`config.mk`:
```
export PLATFORM = sky130hd
export DESIGN_NAME = uart_param_parser
export DESIGN_NICKNAME = d
export VERILOG_FILES = /design/src/rtl/uart_param_parser.sv
export SDC_FILE = /design/constraint.sdc
export NUM_CORES = 1
export LEC_CHECK = 0
export ABC_AREA = 1
export BUFFER_PORTS_ARGS = -buffer_cell sky130_fd_sc_hd__buf_4
export CORE_UTILIZATION = 45
export CTS_CLUSTER_SIZE = 40
export DETAILED_ROUTE_END_ITERATION = 12
export SYNTH_ARGS = -nofsm -noshare
export SYNTH_HDL_FRONTEND = slang
export SYNTH_SLANG_ARGS = --single-unit
```
`constraint.sdc`:
```
create_clock -name clk -period 3.2 [get_ports clk]
set_input_delay 0.32 -clock clk [delete_from_list [all_inputs] [get_ports clk]]
set_output_delay 0.32 -clock clk [all_outputs]
set_load 0.05 [all_outputs]
```
`src/rtl/uart_param_parser.sv`:
```
// uart_param_parser: ASCII-decimal parameter entry behind a UART receiver.
// It collects 1..MAX_DIGITS digits that end on CR/LF or on an inter-character
// timeout, range-checks the value and either publishes it with a one-cycle
// strobe or raises an error flag that is held until enable drops.
module uart_param_parser #(
  parameter int CLK_FREQ    = 100_000_000,
  parameter int TIMEOUT_US  = 500,
  parameter int MAX_DIGITS  = 3,
  parameter int VALUE_W     = 10,
  parameter int MIN_VAL     = 5,
  parameter int MAX_VAL     = 600,
  parameter int DEFAULT_VAL = 10
) (
  input  logic               clk,
  input  logic               rst,
  input  logic               enable,
  input  logic               uart_rx_done,
  input  logic [7:0]         uart_rx_data,
  output logic [VALUE_W-1:0] param_value,
  output logic               param_valid,
  output logic               param_error,
  output logic               busy
);

  localparam int TIMEOUT_CNT = CLK_FREQ / 1_000_000 * TIMEOUT_US;
  localparam int TIMER_W     = $clog2(TIMEOUT_CNT) + 1;
  localparam logic [TIMER_W-1:0] TIMER_LAST = TIMER_W'(TIMEOUT_CNT - 1);
  localparam logic [2:0]         NDIG_MAX   = 3'(MAX_DIGITS);

  typedef enum logic [2:0] {IDLE, COLLECT, CHECK, DONE, ERROR} state_t;

  state_t               state_reg, state_next;
  logic [19:0]          acc_reg, acc_next;
  logic [2:0]           ndig_reg, ndig_next;
  logic [TIMER_W-1:0]   timer_reg, timer_next;
  logic                 err_pend_reg, err_pend_next;
  logic [VALUE_W-1:0]   value_reg, value_next;
  logic                 valid_reg, valid_next;
  logic                 error_reg, error_next;

  // Byte classification; a digit's value is simply its low nibble.
  logic        is_digit;
  logic        is_term;
  logic [19:0] digit_val;
  logic        in_range;

  assign is_digit  = (uart_rx_data >= 8'h30) && (uart_rx_data <= 8'h39);
  assign is_term   = (uart_rx_data == 8'h0D) || (uart_rx_data == 8'h0A);
  assign digit_val = {16'd0, uart_rx_data[3:0]};
  assign in_range  = (acc_reg >= 20'(MIN_VAL)) && (acc_reg <= 20'(MAX_VAL));

  // State and datapath registers; reset discards any partial entry.
  always_ff @(posedge clk or posedge rst) begin
    if (rst) begin
      state_reg    <= IDLE;
      acc_reg      <= '0;
      ndig_reg     <= '0;
      timer_reg    <= '0;
      err_pend_reg <= 1'b0;
      value_reg    <= VALUE_W'(DEFAULT_VAL);
      valid_reg    <= 1'b0;
      error_reg    <= 1'b0;
    end else begin
      state_reg    <= state_next;
      acc_reg      <= acc_next;
      ndig_reg     <= ndig_next;
      timer_reg    <= timer_next;
      err_pend_reg <= err_pend_next;
      value_reg    <= value_next;
      valid_reg    <= valid_next;
      error_reg    <= error_next;
    end
  end

  // Next-state and datapath updates; everything holds unless a state acts.
  always_comb begin
    state_next    = state_reg;
    acc_next      = acc_reg;
    ndig_next     = ndig_reg;
    timer_next    = timer_reg;
    err_pend_next = err_pend_reg;
    value_next    = value_reg;
    valid_next    = 1'b0;
    error_next    = error_reg;

    case (state_reg)
      IDLE: begin
        // Only a digit opens an entry; stray terminators/junk are dropped.
        if (enable && uart_rx_done && is_digit) begin
          acc_next      = digit_val;
          ndig_next     = 3'd1;
          timer_next    = '0;
          err_pend_next = 1'b0;
          state_next    = COLLECT;
        end
      end
      COLLECT: begin
        if (!enable) begin
          // Silent abort: outputs untouched.
          state_next = IDLE;
        end else if (uart_rx_done) begin
          // A byte always beats a coinciding timeout and restarts the timer.
          timer_next = '0;
          if (is_digit) begin
            if (ndig_reg < NDIG_MAX) begin
              acc_next  = acc_reg * 20'd10 + digit_val;
              ndig_next = ndig_reg + 3'd1;
            end else begin
              err_pend_next = 1'b1;
              state_next    = CHECK;
            end
          end else if (is_term) begin
            state_next = CHECK;
          end else begin
            err_pend_next = 1'b1;
            state_next    = CHECK;
          end
        end else if (timer_reg == TIMER_LAST) begin
          state_next = CHECK;
        end else begin
          timer_next = timer_reg + 1'b1;
        end
      end
      CHECK: begin
        if (!err_pend_reg && in_range) begin
          value_next = acc_reg[VALUE_W-1:0];
          valid_next = 1'b1;
          state_next = DONE;
        end else begin
          error_next = 1'b1;
          state_next = ERROR;
        end
      end
      DONE: begin
        if (!enable) state_next = IDLE;
      end
      ERROR: begin
        if (!enable) begin
          error_next = 1'b0;
          state_next = IDLE;
        end
      end
      default: state_next = IDLE;
    endcase
  end

  assign param_value = value_reg;
  assign param_valid = valid_reg;
  assign param_error = error_reg;
  assign busy        = (state_reg == COLLECT) || (state_reg == CHECK);

endmodule
```
==> metrics.md <==
| Metric | Value |
|---|---|
| CTS tree | yes |
| First-pass GRT wire length | 17600 µm |
| Die Footprint | 10500 µm² |
| Synth async-reset ratio | 1.00 |
| Final setup viols | 0 |
| CP Launch Point | acc_reg[3] |
| FF-to-FF path depth | 18 |
| Most Used Layer, Global Route | met2 |
| Compound-Gate Fraction of Synth Area | 0.110 |
| Crit path DAT | between 3 and 4 ns |
| Gr ovfl total | 0 |
| Die H | 103 µm |
| Slew @ Worst Pin | 0.630 ns |
| HPWL Detailed | 8590 µm |
| Vias | 4146 |
| Largest register FFs | 20 |
| Final nets | 722 |
| Mux cell area share after synthesis | 0 |
| Most frequent cells after synthesis | nand2_1 (196), inv_1 (82), dfrtp_1 (54) |
| Starting density of the core | 0.466 |
| Lkg Pwr | 2.54 nW |
| Most frequent cell after synthesis | nand2_1 |
| Final WL | 10700 µm |
| Register area share after synthesis | 0.308 |
| Setup Fix Bufs, Post-CTS | 0 |
| Largest family of logic cells by synthesized area | simple AND/OR/NAND/NOR gates |
| Largest net degree at the start of global routing | 28 |
| Slew HR | 0.579 |
| Area leader, netlist | dfrtp_1 |
| Vias per inst | 5.14 |
| Clock root buffer | clkbuf_8 |
| RSZ-0062 raised after global routing | no |
| Mapped Avg Cell Area | about 7.0 µm² |
| GR Util met2 | 0.350 |
| Post-route minimum period | 2.93 ns |
| Max Cap Viol | 0 |
| Antenna cell count | 0 |
| Max Freq | around 0.34 GHz |
| Cell Area, Synth | 4560 µm² |
| Syn Inst Count | 649 |
| Met1 usage | 0.302 |
| Power Density | 972 nW/µm² |
| Synth Area in XOR/XNOR | 0.0360 |
| Worst vdd ir | 493 µV |
| Met3 Track Usage GR | 0.0244 |
| Share of post-route cells with drive strength above 1 | 0.123 |
| Area fraction of the dominant cell type after synthesis | 0.297 |
| WP data required | 3.41 ns |
| CTS sink cnt | 56 |
| Simple-Gate Fraction of Synth Area | 0.340 |
| Ys flop type | dfrtp_1 |
| Post-Layout Inst Area | 4950 µm² |
| Yosys warns | 0 |
| # H-tree levels | 2 |
| Clk slew on worst S/H paths | 0.11 ns |
| Status | completed |
| Reg-to-reg startpoint | acc_reg[3] |
| Cell Area, Placed | slightly below 5000 µm² |
| PortBufs | 24 |
| WS Path Type | flop to flop |
| Net count after synthesis | 699 |
| Wire length per cell | ~13 µm |
| Final Skew | 0.00974 ns |
| Clock latency at the later pin of the worst-skew pair | 0.32 ns |
| Drc violations | 0 |
| Total GRT Usage | 0.214 |
| Adder-cell share of the synthesized area | 0.108 |
| GPL Wtd Cong | a little under 0.9 |
| Fin util | 0.506 |
| Fillers | between 1k and 1.5k |
| Fin. max-slew vios | 0 |
| DR iter-0 viols | 229 |
| Initial antenna violation count | 0 |
| CP max FO | 6 |
| Routed Antenna Nets | 0 |
| Io pins | 25 |
| CTS max path bufs | 2 |
| Top cells by area, synth | dfrtp_1 (30%), nand2_1 (16%), ha_1 (9.9%) |
| CP startpoint kind | flop |
| First-pass detailed-route iteration total | 5 |
| Synthesis-to-finish area growth | 8.59% |
| Post-synth EDFFs | 0 |
| Final hold vios | 0 |
| Register bit total from synthesis | 56 |
| Rows | 36 |
| Yosys cell types | 43 |
| Vias in the first global route | 3721 |
| Core ar. | between 9000 and 10000 µm² |
| Setup TNS | 0 ns |
| Die W | 103 µm |
| CP Capture Type | flop |
| Number of CTS-inserted buffers | 5 |
| Hold Crit Class | input pin to async pin |
| Power, Total | 4.81 mW |
| Final Cycle Share | 0.914 |
worst max-delay path: stages, from the launching register on:
cell and delay [ns]:
dfrtp_2 0.47, ha_1 0.29, ha_1 0.26, fa_2 0.60, nand2_1 0.06, nor2_1 0.08, nand2_1 0.05, nand2_1 0.09
nand2_1 0.05, nor2_1 0.15, nand2_2 0.10, nor2_2 0.13, nand2_2 0.11, nor2_4 0.13, nand2_1 0.06, nand2_1 0.05
nand2_1 0.04, nand2_1 0.05, nand2_1 0.04
cells in the final DEF (no fill, tap or decap), types with 3 or more instances in the layout:
master	n
a21oi_1	22
a31oi_1	3
buf_4	27
clkbuf_8	5
dfrtp_1	53
ha_1	36
inv_1	81
inv_2	10
nand2_1	196
nand2_2	10
nand3_1	52
nand3b_1	3
nand4_1	8
nor2_1	43
nor2_2	8
nor2_4	5
nor3_1	12
nor4_1	4
o211ai_1	3
o21ai_0	33
o21ai_1	7
o22ai_1	5
o41ai_1	4
xnor2_1	4
xor2_1	11
report_power, final:
part           total (mW)  leakage (nW)  switching (mW)  internal (mW)
registers            1.20         0.747           0.252          0.946
logic                3.12          1.74            2.08           1.04
clock network       0.490        0.0548           0.254          0.236
kinds of logic after synthesis:
logic type / Yosys count
adder cells (fa/ha/maj): 38
AND/OR/NAND/NOR: 348
flip-flops: 56
AO/OA/AOI/OAI: 87
buffers and inverters: 103
XOR/XNOR: 17
metrics by stage:
stage | std cells | hold WS, ns | worst slack, ns
final | 806 | 0.0646 | 0.274
after global routing | 806 | 0.114 | 0.00316
after global placement | 798 | 0.419 | 0.344
after CTS | 806 | 0.0907 | 0.238
after floorplan | 649 | 0.417 | 0.524
after detailed placement | 798 | 0.431 | 0.259
routing by layer:
metal  up-vias  routed length [µm]
met2        70                4990
met3        11                 300
met1      1906                5270
met4         0                  96
met5         -                   0
li1       2159                   -
area by class of cell:
| class | count | area (µm²) | area share |
|---|---|---|---|
| Timing Repair Buffer | 27 | 203 | 0.0410 |
| Multi-Input combinational cell | 490 | 2710 | 0.547 |
| Clock buffer | 5 | 68.8 | 0.0139 |
| Inverter | 92 | 350 | 0.0708 |
| Sequential cell | 56 | 1410 | 0.284 |
| Clock inverter | 3 | 46.3 | 0.00936 |
| Tap cell | 133 | 166 | 0.0336 |
repair_timing:
item,CTS,global route
hold endpoints to repair,0,0
hold buffers,0,0
setup endpoints to repair,0,1
resized for setup,0,2
worst paths after layout:
kind / endpoint / slack, ns
worst max-delay path: acc_reg[16] / 0.27
worst min-delay path: timer_reg[1] / 0.06
worst max register to register: acc_reg[16] / 0.27
worst min register to register: param_value[3] / 0.48
max in group asynchronous: param_value[1] / 2.39
min in group clk: acc_reg[2] / 0.26
Note: power is estimated with default switching activity, not from simulation.
